File: src/rtl/mem_port_arbiter.sv
// mem_port_arbiter
// Shares one single-port memory between instruction fetch and the MEM-stage
// load/store port. One transaction is in flight at a time. Each transaction
// runs grant, then MEM_LAT cycles of latency, then the response.
// Data accesses win over fetch. A starvation counter forces a fetch grant
// after STARVE_MAX data grants that were made while a fetch was waiting.
// Optional build macro: ARB_PERF_EN adds the perf_if_grants, perf_d_grants and
// perf_conflicts counters and their output ports.
module mem_port_arbiter #(
   parameter int unsigned MEM_LAT    = 1,
   parameter int unsigned STARVE_MAX = 4
) (
   input  logic        clk,
   input  logic        reset,
   input  logic        if_req,
   input  logic [31:0] if_addr,
   output logic        if_gnt,
   output logic        if_rvalid,
   output logic [31:0] if_rdata,
   input  logic        d_req,
   input  logic        d_we,
   input  logic [31:0] d_addr,
   input  logic [31:0] d_wdata,
   input  logic [3:0]  d_be,
   output logic        d_gnt,
   output logic        d_rvalid,
   output logic [31:0] d_rdata,
   output logic        mem_en,
   output logic        mem_we,
   output logic [31:0] mem_addr,
   output logic [31:0] mem_wdata,
   output logic [3:0]  mem_be,
   input  logic [31:0] mem_rdata,
   output logic        stall_if
`ifdef ARB_PERF_EN
   ,
   output logic [31:0] perf_if_grants,
   output logic [31:0] perf_d_grants,
   output logic [31:0] perf_conflicts
`endif
);

   localparam logic [2:0] LAT_LOAD   = 3'(MEM_LAT - 1);
   localparam logic [3:0] STARVE_LIM = 4'(STARVE_MAX);

   typedef enum logic {ST_IDLE = 1'b0, ST_WAIT = 1'b1} state_t;
   typedef enum logic {OWN_IF = 1'b0, OWN_D = 1'b1} owner_t;

   state_t     state_r;
   owner_t     owner_r;
   logic [2:0] lat_cnt_r;
   logic [3:0] starve_cnt_r;
   logic       store_r;

   logic rsp_done_s;
   logic slot_free_s;
   logic if_force_s;
   logic d_win_s;
   logic if_win_s;

   // Decide whether the port can take a new access this cycle and who wins it
   always_comb begin
      rsp_done_s  = 1'b0;
      slot_free_s = 1'b0;
      if_force_s  = 1'b0;
      d_win_s     = 1'b0;
      if_win_s    = 1'b0;
      if (reset) begin
         rsp_done_s  = 1'b0;
         slot_free_s = 1'b0;
      end else begin
         // The response cycle also frees the port, so back-to-back grants can issue
         rsp_done_s  = (state_r == ST_WAIT) && (lat_cnt_r == 3'd0);
         slot_free_s = (state_r == ST_IDLE) || rsp_done_s;
      end
      if_force_s = (starve_cnt_r >= STARVE_LIM);
      d_win_s    = slot_free_s && d_req && !(if_req && if_force_s);
      if_win_s   = slot_free_s && if_req && !d_win_s;
   end

   // Grants, responses and fetch stall
   always_comb begin
      if_gnt    = if_win_s;
      d_gnt     = d_win_s;
      if_rvalid = 1'b0;
      d_rvalid  = 1'b0;
      if_rdata  = 32'h0000_0000;
      d_rdata   = 32'h0000_0000;
      if (rsp_done_s && (owner_r == OWN_IF)) begin
         if_rvalid = 1'b1;
         if_rdata  = mem_rdata;
      end else if (rsp_done_s && (owner_r == OWN_D)) begin
         d_rvalid = 1'b1;
         // A store completes with zero data
         if (store_r) begin
            d_rdata = 32'h0000_0000;
         end else begin
            d_rdata = mem_rdata;
         end
      end else begin
         if_rvalid = 1'b0;
         d_rvalid  = 1'b0;
      end
      // An abandoned fetch does not count as outstanding while reset is asserted
      stall_if = (if_req && !if_win_s) ||
                 (!reset && (state_r == ST_WAIT) && (owner_r == OWN_IF) && !if_rvalid);
   end

   // Steer the memory strobe and fields from the granted requester
   always_comb begin
      mem_en    = 1'b0;
      mem_we    = 1'b0;
      mem_addr  = 32'h0000_0000;
      mem_wdata = 32'h0000_0000;
      mem_be    = 4'h0;
      if (d_win_s) begin
         mem_en    = 1'b1;
         mem_we    = d_we;
         mem_addr  = d_addr;
         mem_wdata = d_we ? d_wdata : 32'h0000_0000;
         mem_be    = d_we ? d_be : 4'hF;
      end else if (if_win_s) begin
         mem_en    = 1'b1;
         mem_we    = 1'b0;
         mem_addr  = if_addr;
         mem_wdata = 32'h0000_0000;
         mem_be    = 4'hF;
      end else begin
         mem_en    = 1'b0;
      end
   end

   // Transaction sequencer: IDLE until a grant, WAIT until the latency expires
   always_ff @(posedge clk) begin
      if (reset) begin
         state_r   <= ST_IDLE;
         owner_r   <= OWN_IF;
         lat_cnt_r <= 3'd0;
         store_r   <= 1'b0;
      end else begin
         case (state_r)
            ST_IDLE: begin
               if (d_win_s || if_win_s) begin
                  state_r   <= ST_WAIT;
                  owner_r   <= d_win_s ? OWN_D : OWN_IF;
                  lat_cnt_r <= LAT_LOAD;
                  store_r   <= d_win_s && d_we;
               end else begin
                  state_r   <= ST_IDLE;
               end
            end
            ST_WAIT: begin
               if (lat_cnt_r != 3'd0) begin
                  lat_cnt_r <= lat_cnt_r - 3'd1;
               end else if (d_win_s || if_win_s) begin
                  state_r   <= ST_WAIT;
                  owner_r   <= d_win_s ? OWN_D : OWN_IF;
                  lat_cnt_r <= LAT_LOAD;
                  store_r   <= d_win_s && d_we;
               end else begin
                  state_r   <= ST_IDLE;
               end
            end
            default: begin
               state_r   <= ST_IDLE;
               owner_r   <= OWN_IF;
               lat_cnt_r <= 3'd0;
               store_r   <= 1'b0;
            end
         endcase
      end
   end

   // Count data grants taken while a fetch waits; any idle fetch or fetch win clears it
   always_ff @(posedge clk) begin
      if (reset) begin
         starve_cnt_r <= 4'd0;
      end else if (!if_req || if_win_s) begin
         starve_cnt_r <= 4'd0;
      end else if (d_win_s && (starve_cnt_r != 4'd15)) begin
         starve_cnt_r <= starve_cnt_r + 4'd1;
      end else begin
         starve_cnt_r <= starve_cnt_r;
      end
   end

`ifdef ARB_PERF_EN
   // Free-running wrapping grant and conflict counters
   always_ff @(posedge clk) begin
      if (reset) begin
         perf_if_grants <= 32'd0;
         perf_d_grants  <= 32'd0;
         perf_conflicts <= 32'd0;
      end else begin
         perf_if_grants <= perf_if_grants + {31'd0, if_win_s};
         perf_d_grants  <= perf_d_grants + {31'd0, d_win_s};
         perf_conflicts <= perf_conflicts +
                           {31'd0, (if_win_s || d_win_s) && if_req && d_req};
      end
   end
`endif

endmodule

File: config.mk
export PLATFORM = sky130hd
export DESIGN_NAME = mem_port_arbiter
export DESIGN_NICKNAME = d
export VERILOG_FILES = /design/src/rtl/mem_port_arbiter.sv
export SDC_FILE = /design/constraint.sdc
export NUM_CORES = 1
export LEC_CHECK = 0
export ABC_AREA = 1
export CAP_MARGIN = 0
export CORE_AREA = 2 2 106 108
export DETAILED_ROUTE_END_ITERATION = 16
export DIE_AREA = 0 0 108 110
export GPL_ROUTABILITY_DRIVEN = 0
export PLACE_DENSITY_LB_ADDON = 0.1
export SYNTH_ARGS = -nofsm -noshare
export SYNTH_HDL_FRONTEND = slang
export SYNTH_SLANG_ARGS = --single-unit
File: constraint.sdc
create_clock -name clk -period 3.1 [get_ports clk]
set_clock_uncertainty 0.15 [all_clocks]
set_input_delay 0.31 -clock clk [delete_from_list [all_inputs] [get_ports clk]]
set_output_delay 0.31 -clock clk [all_outputs]
set_load 0.05 [all_outputs]
## Yosys cells after proc, flatten, opt, wreduce, memory -nomap -nowiden

Cells that the tools add are included.

| cells by class | value |
|---|---|
| reduce and logical (&&, ||, !) cells | 27 |
| mux-type cells | 32 |
| add/subtract/negate cells | 2 |
| $lt $le $gt $ge | 1 |
| eq/ne operators | 2 |
| bitwise gates (word level) | 2 |

Operators with widths:

| operator | number |
|---|---|
| 32-bit 2-to-1 mux | 8 |
| 1-bit 2-to-1 mux | 15 |
| 1-bit logical AND | 14 |
| 4-bit 2-to-1 mux | 3 |
| 1-bit logical NOT | 6 |
| 3-bit 2-to-1 mux | 2 |
| 1-bit case mux with 2 select lines | 3 |
| 3-bit case mux with 2 select lines | 1 |
| 4-bit by 1-bit adder with 4-bit output, second input constant | 1 |
| 4-bit by 3-bit greater-or-equal comparator with 1-bit output, second input constant | 1 |
| 1-bit logical OR | 4 |
| 4-bit inequality test, second input constant | 1 |
| 3-bit logical NOT | 1 |
| 3-bit nonzero test | 1 |
| 3-bit by 1-bit subtractor with 3-bit output, second input constant | 1 |
| 2-bit inequality test, second input constant | 1 |
| 1-bit inverter | 2 |
| 2-bit OR reduction | 1 |

| storage, ports and cells | value |
|---|---|
| logic and storage cells | 71 |
| register bits after elaboration | 10 |
| input bits | 137 |

## Longest topological paths before layout

Gate-level depths: netlist of run 1.

| logic depth | value |
|---|---|
| word-level depth | 12 |
| depth in mapped cells | 10 |

## Worst setup path after synthesis of run 1

OpenSTA, ideal clock, no wires.

| timing path | value |
|---|---|
| path type | reg2out |
| start point | reg lat_cnt_r[0] |
| end point | out d_rdata[10] |
| path slack | 0.385 ns |
| stages on the path, launching flop included | 8 |
| arrival | 2.255 ns |
| buffers on the path | 1 |
| cell sequence | dfxtp_1 > inv_1 > ha_1 > nand2_4 > nor4_4 > nand2_2 > buf_6 > nor2_1 |

| on the way | value |
|---|---|
| word-level cells in the longest chain between the ends | 6 |

RTL lines:

| item | RTL line | source |
|---|---|---|
| start: declaration | 51 | `logic [2:0] lat_cnt_r;` |
| start signal: assignment | 154 | `lat_cnt_r <= lat_cnt_r - 3'd1;` |
| 3-bit logical NOT (*) | 73 | `rsp_done_s = (state_r == ST_WAIT) && (lat_cnt_r == 3'd0);` |
| 1-bit logical AND (*) | 73 |  |
| 1-bit 2-to-1 mux (*) | 68 | `if (reset) begin` |
| 1-bit logical AND | 92 | `end else if (rsp_done_s && (owner_r == OWN_D)) begin` |
| 32-bit 2-to-1 mux | 92 |  |
| 32-bit 2-to-1 mux (*) | 89 | `if (rsp_done_s && (owner_r == OWN_IF)) begin` |
| end: declaration | 27 | `output logic [31:0] d_rdata,` |

Every way passes the cells marked *; elsewhere a longest branch is shown, timed or not.

## Final worst setup path of run 1

| timing path | value |
|---|---|
| start point | in reset |
| end point | out mem_addr[30] |

| on the way | value |
|---|---|
| word-level cells in the longest chain between the ends | 7 |

RTL lines:

| item | RTL line | source |
|---|---|---|
| start: declaration | 14 | `input logic reset,` |
| 1-bit 2-to-1 mux (*) | 68 |  |
| 1-bit logical AND (2 in series) | 77 | `d_win_s = slot_free_s && d_req && !(if_req && if_force_s);` |
| 1-bit logical NOT | 78 | `if_win_s = slot_free_s && if_req && !d_win_s;` |
| 1-bit logical AND | 78 |  |
| 32-bit 2-to-1 mux | 122 | `end else if (if_win_s) begin` |
| 32-bit 2-to-1 mux (*) | 116 | `if (d_win_s) begin` |
| end: declaration | 30 | `output logic [31:0] mem_addr,` |

Marked as above.

==> metrics.md, run 1 <==
| Metric | Value |
|---|---|
| Sequential-to-total area share from yosys stat | `0.1149` |
| Synth area leaders | `nand2_1, nor2_1, dfxtp_1` |
| Yosys cell types | `22` |
| # port buffers | `275` |
| CTS Buffer Depth | `2` |
| Root Buffer | `clkbuf_8` |
| Die ar. | `0.01188 mm2` |
| Top-area cell type share of the netlist area | `0.2996` |
| CTS tree | `built` |
| Antenna violations before repair | `0` |
| Core box area | `0.01070 mm2` |
| Final wirelength | `10,530 um` |
| Design Area, Final | `0.005891 mm2` |
| Util after Layout | `0.5506` |
| Data arrival, critical path | `2.16 ns` |
| GRT Util Overall | `0.1595` |
| Cell taking the most area after synthesis | `nand2_1` |
| RSZ-0062 raised after global routing | `no` |
| Worst path bufs/invs | `3` |
| Critical Path Source | `reset` |
| Relative slew slack | `0.6177` |
| Critical Path RT | `2.64 ns` |
| Pwr dens | `173.1 mW/mm2` |
| Clock transition at path regs | `0.04 ns` |
| Detail Route Antenna Nets | `0` |
| Via count | `3,155` |
| Syn avg cell area | `4.746 um2` |
| Clock latency on the worst-skew pair | `0.23 ns` |
| Register bit total from synthesis | `10` |
| Critical Path Sink Type | `output pin` |
| Setup WS pre-CTS | `0.4873 ns` |
| CTS sink cnt | `10` |
| Placed Area | `0.005849 mm2` |
| Status | `complete, no violations` |
| Critical path type | `input pin to output pin` |
| Pwr Total | `1.020 mW` |
| Fillers | `974` |
| Vias in the first global route | `3,003` |
| Grt ovf | `0` |
| Worst path max stage delay | `0.59 ns` |
| Mapped Nets | `507` |
| Final critical-path required period | `2.620 ns` |
| Post-layout nets | `771` |
| H-tree depth | `1` |
| Wire per inst | `13.69 um` |
| Die width | `108 um` |
| CTS hold repair buffers | `0` |
| I/O pin cnt | `276` |
| Setup_tns | `0 ns` |
| Largest net degree at the start of global routing | `38` |
| P_leak | `2.676 nW` |
| Final setup vio count | `0` |
| CP Launch Type | `input pin` |
| Tcrit/Tclk final | `0.8451` |
| Crit path max fanout | `34` |
| Cell Chain, Critical Path | `clkdlybuf4s50_1, a21oi_1, nand3_1, inv_2, nand2_1, nand2_1, buf_12` |
| Post-CTS Setup Bufs | `0` |
| Final Hold Fails | `0` |
| Post-CTS Resized | `0` |
| Cell family with most CP delay | `buffers and inverters` |
| Area Growth Syn to Fin | `238.2%` |
| Mean number of vias per cell | `4.103` |
| Reg2reg start | `lat_cnt_r[0]$_SDFF_PP0_` |
| DRT Pass-1 Iters | `4` |
| Synth Warn # | `0` |
| Detail Placement HPWL | `9059 um` |
| Synth Instances | `367` |
| Most frequent CP cell | `nand2_1` |
| Worst min path class | `register to register` |
| Initial cell density of the core | `0.1628` |
| # Max-Cap Violations | `0` |
| Fmax | `381.7 MHz` |
| Layout cell share with drive strength beyond 1 | `0.2719` |
| N_diodes | `0` |
| First-pass GRT wire length | `15,260 um` |
| Slew Limit Fails | `0` |
| Final worst setup slack | `0.4803 ns` |
| Worst vdd ir | `0.1032 mV` |
| Hold Path Origin | `lat_cnt_r[0]$_SDFF_PP0_` |
| # rows | `38` |
| TritonCTS buffer count | `3` |
| Post-synthesis cell area | `0.001742 mm2` |
| CP max-delay cell | `clkdlybuf4s50_1` |
| Worst-margin pin slew | `0.5726 ns` |
| Die H | `110 um` |
| DR iter-0 viols | `182` |
| DRC | `0` |
==> cells in the final DEF, fill, tap and decap left out, types with 5 or more instances in the layout <==
cell type        instances
nand2_1                139
clkdlybuf4s50_1        136
buf_12                 130
nor2_1                  98
inv_1                   44
buf_4                   15
nor2_2                  12
a21oi_1                 11
nand3_1                 11
dfxtp_1                 10
inv_2                    5
==> power by group <==
group,switching (mW),internal (mW),leakage (nW)
registers,0.00254,0.132,0.0811
clock network,0.0465,0.0847,0.0216
logic,0.374,0.380,2.57
total,0.424,0.596,2.68
==> cell type report <==
class / count / area [um2] / area share
timing repair buffer: 281 / 4076 / 0.6920
multi-input combinational: 286 / 1214 / 0.2060
clock buffer: 3 / 41.29 / 0.007009
inverter: 49 / 183.9 / 0.03122
tap: 140 / 175.2 / 0.02974
sequential: 10 / 200.2 / 0.03398
==> layer usage <==
metal,track usage,vias up,part of all wire,wire [um]
li1,-,1588,-,-
met1,0.1684,1388,0.35,3678
met2,0.3050,169,0.52,5526
met3,0.05526,10,0.11,1209
met4,0.03480,0,0.011,112
met5,0,-,0,0
==> path summary, 6_finish.rpt <==
| path | slack, ns | to | depth (start not counted) |
|---|---|---|---|
| setup / recovery | 0.48 | mem_addr[30] | 7 |
| hold / removal | 0.31 | lat_cnt_r[0]$_SDFF_PP0_ | 1 |
| setup reg to reg | 1.18 | starve_cnt_r[0]$_SDFFE_PP0P_ | 9 |
| hold reg to reg | 0.31 | lat_cnt_r[0]$_SDFF_PP0_ | 1 |
==> synth_stat cells (all sizes together) <==
cell type / instances
o22ai: 1
nor4: 1
nand3: 11
o21ai: 2
o211ai: 1
buf: 18
nand4: 1
a21oi: 11
nand2: 143
xor2: 1
inv: 49
dfxtp: 10
clkbuf: 4
or2: 1
ha: 3
nor2: 110
==> flip-flops by register name, indices dropped and copies added, names as in the netlist <==
name / count
lat_cnt_r: 3
owner_r: 1
starve_cnt_r: 4
state_r: 1
store_r: 1
==> cells by family after synthesis <==
logic type | synth area share
DFF | 0.1149
xor gates and xnor gates | 0.005030
AOI/OAI and AO/OA | 0.04526
buffers and inverters | 0.1882
and+or+nand+nor | 0.6250
adders and majority gates | 0.02155
==> stage by stage <==
| stage | std cells | hold WS, ns |
|---|---|---|
| 2_1_floorplan | 367 | 0.2756 |
| 3_3_place_gp | 766 | 0.2841 |
| 4_1_cts | 769 | 0.3149 |
| 3_5_place_dp | 766 | 0.3084 |
| 5_1_grt | 769 | 0.3314 |
| 6_report | 769 | 0.3080 |
Note: power is estimated with default switching activity, not from simulation.
==> inputs of run 2 (changes only) <==
--- a/config.mk
+++ b/config.mk
@@ -7,9 +7,9 @@
 export LEC_CHECK = 0
 export ABC_AREA = 1
 export CAP_MARGIN = 0
-export CORE_AREA = 2 2 106 108
+export CORE_AREA = 2 2 107 109
 export DETAILED_ROUTE_END_ITERATION = 16
-export DIE_AREA = 0 0 108 110
+export DIE_AREA = 0 0 109 111
 export GPL_ROUTABILITY_DRIVEN = 0
 export PLACE_DENSITY_LB_ADDON = 0.1
 export SYNTH_ARGS = -nofsm -noshare
==> constraint.sdc (replaced) <==
create_clock -name clk -period 2.5 [get_ports clk]
set_clock_uncertainty 0.15 [all_clocks]
set_input_delay 0.25 -clock clk [delete_from_list [all_inputs] [get_ports clk]]
set_output_delay 0.25 -clock clk [all_outputs]
set_load 0.05 [all_outputs]
==> run 2 against run 1 <==
  * Sequential cell count unchanged
  * Largest power group unchanged
  * First-iteration DRC count decreased by 0.55%
  * Non-clock buffer count increased by 4
  * Worst setup slack got worse by 0.34 ns
==> metrics.md, run 2 (synthesized netlist as in run 1, its figures left out) <==
| Metric | Value |
|---|---|
| First-pass GRT wire length | `15,820 um (was 15,260 um)` |
| Die width | `109 um (was 108 um)` |
| Met1 usage | `0.1677 (was 0.1684)` |
| Grt ovf | `0 (unchanged)` |
| Layout cell share with drive strength beyond 1 | `0.2765 (was 0.2719)` |
| H-tree depth | `1 (unchanged)` |
| Worst vdd ir | `0.1577 mV (was 0.1032 mV)` |
| Worst-margin pin slew | `0.7369 ns (was 0.5726 ns)` |
| Relative slew slack | `0.5066 (was 0.6177)` |
| Max reg flops | `4 (unchanged)` |
| Detail Route Antenna Nets | `0 (unchanged)` |
| Mean number of vias per cell | `4.009 (was 4.103)` |
| Final Hold Fails | `0 (unchanged)` |
| N_diodes | `0 (unchanged)` |
| Final worst setup slack | `0.1411 ns (was 0.4803 ns)` |
| Pwr dens | `229.9 mW/mm2 (was 173.1 mW/mm2)` |
| Reg2Reg Capture Point | `lat_cnt_r[2]$_SDFF_PP0_ (was starve_cnt_r[0]$_SDFFE_PP0P_)` |
| CTS hold repair buffers | `0 (unchanged)` |
| Post-layout nets | `775 (was 771)` |
| Post-CTS Setup Bufs | `0 (unchanged)` |
| Clock transition at path regs | `0.04 ns (about the same)` |
| Root Buffer | `clkbuf_16 (was clkbuf_8)` |
| DRT Pass-1 Iters | `4 (unchanged)` |
| Area Growth Syn to Fin | `247.8% (was 238.2%)` |
| DR iter-0 viols | `181 (was 182)` |
| Post-CTS Resized | `0 (unchanged)` |
| Setup WS pre-CTS | `0.1916 ns (was 0.4873 ns)` |
| CP Launch Type | `register (was input pin)` |
| GR peak layer | `met2 (unchanged)` |
| Reg2reg start | `lat_cnt_r[0]$_SDFF_PP0_ (unchanged)` |
| CTS tree | `built (unchanged)` |
| WHS | `0.3141 ns (was 0.3080 ns)` |
| GRT Util Overall | `0.1630 (was 0.1595)` |
| Slew Limit Fails | `0 (unchanged)` |
| Critical Path Sink Type | `output pin (unchanged)` |
| Layout Cells excl Fill | `776 (was 769)` |
| Fillers | `985 (was 974)` |
| Final critical-path required period | `2.359 ns` |
| # Max-Cap Violations | `0 (unchanged)` |
| Reg area | `200.2 um2 (unchanged)` |
| Pwr Total | `1.393 mW (was 1.020 mW)` |
| I/O pin cnt | `276 (unchanged)` |
| Antenna violations before repair | `0 (unchanged)` |
| Most frequent cells in the layout | `nand2_1, buf_12, clkdlybuf4s50_1, nor2_1, inv_1 (was nand2_1, clkdlybuf4s50_1, buf_12, nor2_1, inv_1)` |
| Critical path type | `register to output pin (was input pin to output pin)` |
| Final wirelength | `10,300 um (was 10,530 um)` |
| Largest net degree at the start of global routing | `38 (unchanged)` |
| Final setup vio count | `0 (unchanged)` |
| Die H | `111 um (was 110 um)` |
| Tcrit/Tclk final | `0.9436` |
| Met2 Resource Use GR | `0.3002 (was 0.3050)` |
| Top flop regs | `starve_cnt_r (4), lat_cnt_r (3) (unchanged)` |
| Placed cells | `773 (was 766)` |
| TritonCTS buffer count | `3 (unchanged)` |
| DRC | `0 (unchanged)` |
| Reg-to-reg slack, setup | `0.65 ns (was 1.18 ns)` |
| Clock latency on the worst-skew pair | `0.24 ns (was 0.23 ns)` |
| P_leak | `2.746 nW (was 2.676 nW)` |
| Fmax | `423.9 MHz` |
| Critical Path Source | `lat_cnt_r[0]$_SDFF_PP0_ (was reset)` |
| Data arrival, critical path | `1.96 ns (was 2.16 ns)` |
| Crit path max fanout | `33 (was 34)` |
| Die ar. | `0.01210 mm2 (was 0.01188 mm2)` |
| R2R cell count | `8 (was 9)` |
| Core box area | `0.01108 mm2 (was 0.01070 mm2)` |
| Status | `complete, no violations (unchanged)` |
| Register name with the most flops | `starve_cnt_r (unchanged)` |
| Worst min path class | `register to register (unchanged)` |
| Vias in the first global route | `3,063 (was 3,003)` |
| Area of the multi-input gates | `0.001214 mm2 (unchanged)` |
| # port buffers | `275 (unchanged)` |
| CTS sink cnt | `10 (unchanged)` |
| # rows | `39 (was 38)` |
| Met3 Usage GRT | `0.06643 (was 0.05526)` |
| CTS Buffer Depth | `2 (unchanged)` |
| Most common cell after layout, fill and taps aside | `nand2_1 (unchanged)` |
| Critical Path RT | `2.10 ns (was 2.64 ns)` |
| Wire per inst | `13.27 um (was 13.69 um)` |
| Detail Placement HPWL | `8948 um (was 9059 um)` |
| RSZ-0062 raised after global routing | `no (unchanged)` |
| Via count | `3,111 (was 3,155)` |
| CP endpoint | `mem_wdata[19] (was mem_addr[30])` |
| Initial cell density of the core | `0.1572 (was 0.1628)` |
[run 2: per-layer routing]
metal  part of all wire  up-vias  routed length, um
met1               0.34     1333               3545
met4              0.014        0                143
met2               0.51      167               5203
met3               0.14       10               1406
li1                   -     1601                  -
met5                  0        -                  0
[run 2: worst min path at each step]
stage	startpoint	endpoint	slack (ns)	cells past startpoint
2_1_floorplan	lat_cnt_r[0]$_SDFF_PP0_	lat_cnt_r[0]$_SDFF_PP0_	0.28	1
3_3_place_gp	lat_cnt_r[0]$_SDFF_PP0_	lat_cnt_r[0]$_SDFF_PP0_	0.29	1
3_5_place_dp	store_r$_SDFFE_PP0P_	store_r$_SDFFE_PP0P_	0.31	2
4_1_cts	store_r$_SDFFE_PP0P_	store_r$_SDFFE_PP0P_	0.31	2
5_1_grt	store_r$_SDFFE_PP0P_	store_r$_SDFFE_PP0P_	0.33	2
6_report	owner_r$_SDFFE_PP0P_	owner_r$_SDFFE_PP0P_	0.31	2
[run 2: stage by stage]
| step | instance area (um2) | TNS [ns] | util |
|---|---|---|---|
| after floorplan | 1742 | -3.134 | - |
| after global placement | 5983 | 0 | 0.5402 |
| after detailed placement | 5983 | 0 | 0.5402 |
| after CTS | 6058 | 0 | 0.5469 |
| after global routing | 6058 | 0 | 0.5469 |
| final | 6058 | 0 | 0.5469 |
[run 2: area by class of cell]
class,count,share of cell area
timing repair buffer,285,0.6943
sequential,10,0.03304
clock buffer,3,0.01239
inverter,49,0.03036
tap,143,0.02953
multi-input combinational,286,0.2003
[run 2: worst max-delay path: stages, from the launching register on]
cell and delay (ns):
dfxtp_1 0.31, inv_1 0.08, ha_1 0.20, nand2_4 0.09
nand2_4 0.09, nand2_1 0.07, nor2_2 0.22, inv_1 0.11
buf_12 0.18, nor2_1 0.20, buf_12 0.17
[run 2: power by group]
| part | internal (mW) | switching, mW |
|---|---|---|
| combinational | 0.487 | 0.465 |
| clock | 0.207 | 0.0676 |
| sequential | 0.164 | 0.00305 |
| total | 0.857 | 0.536 |
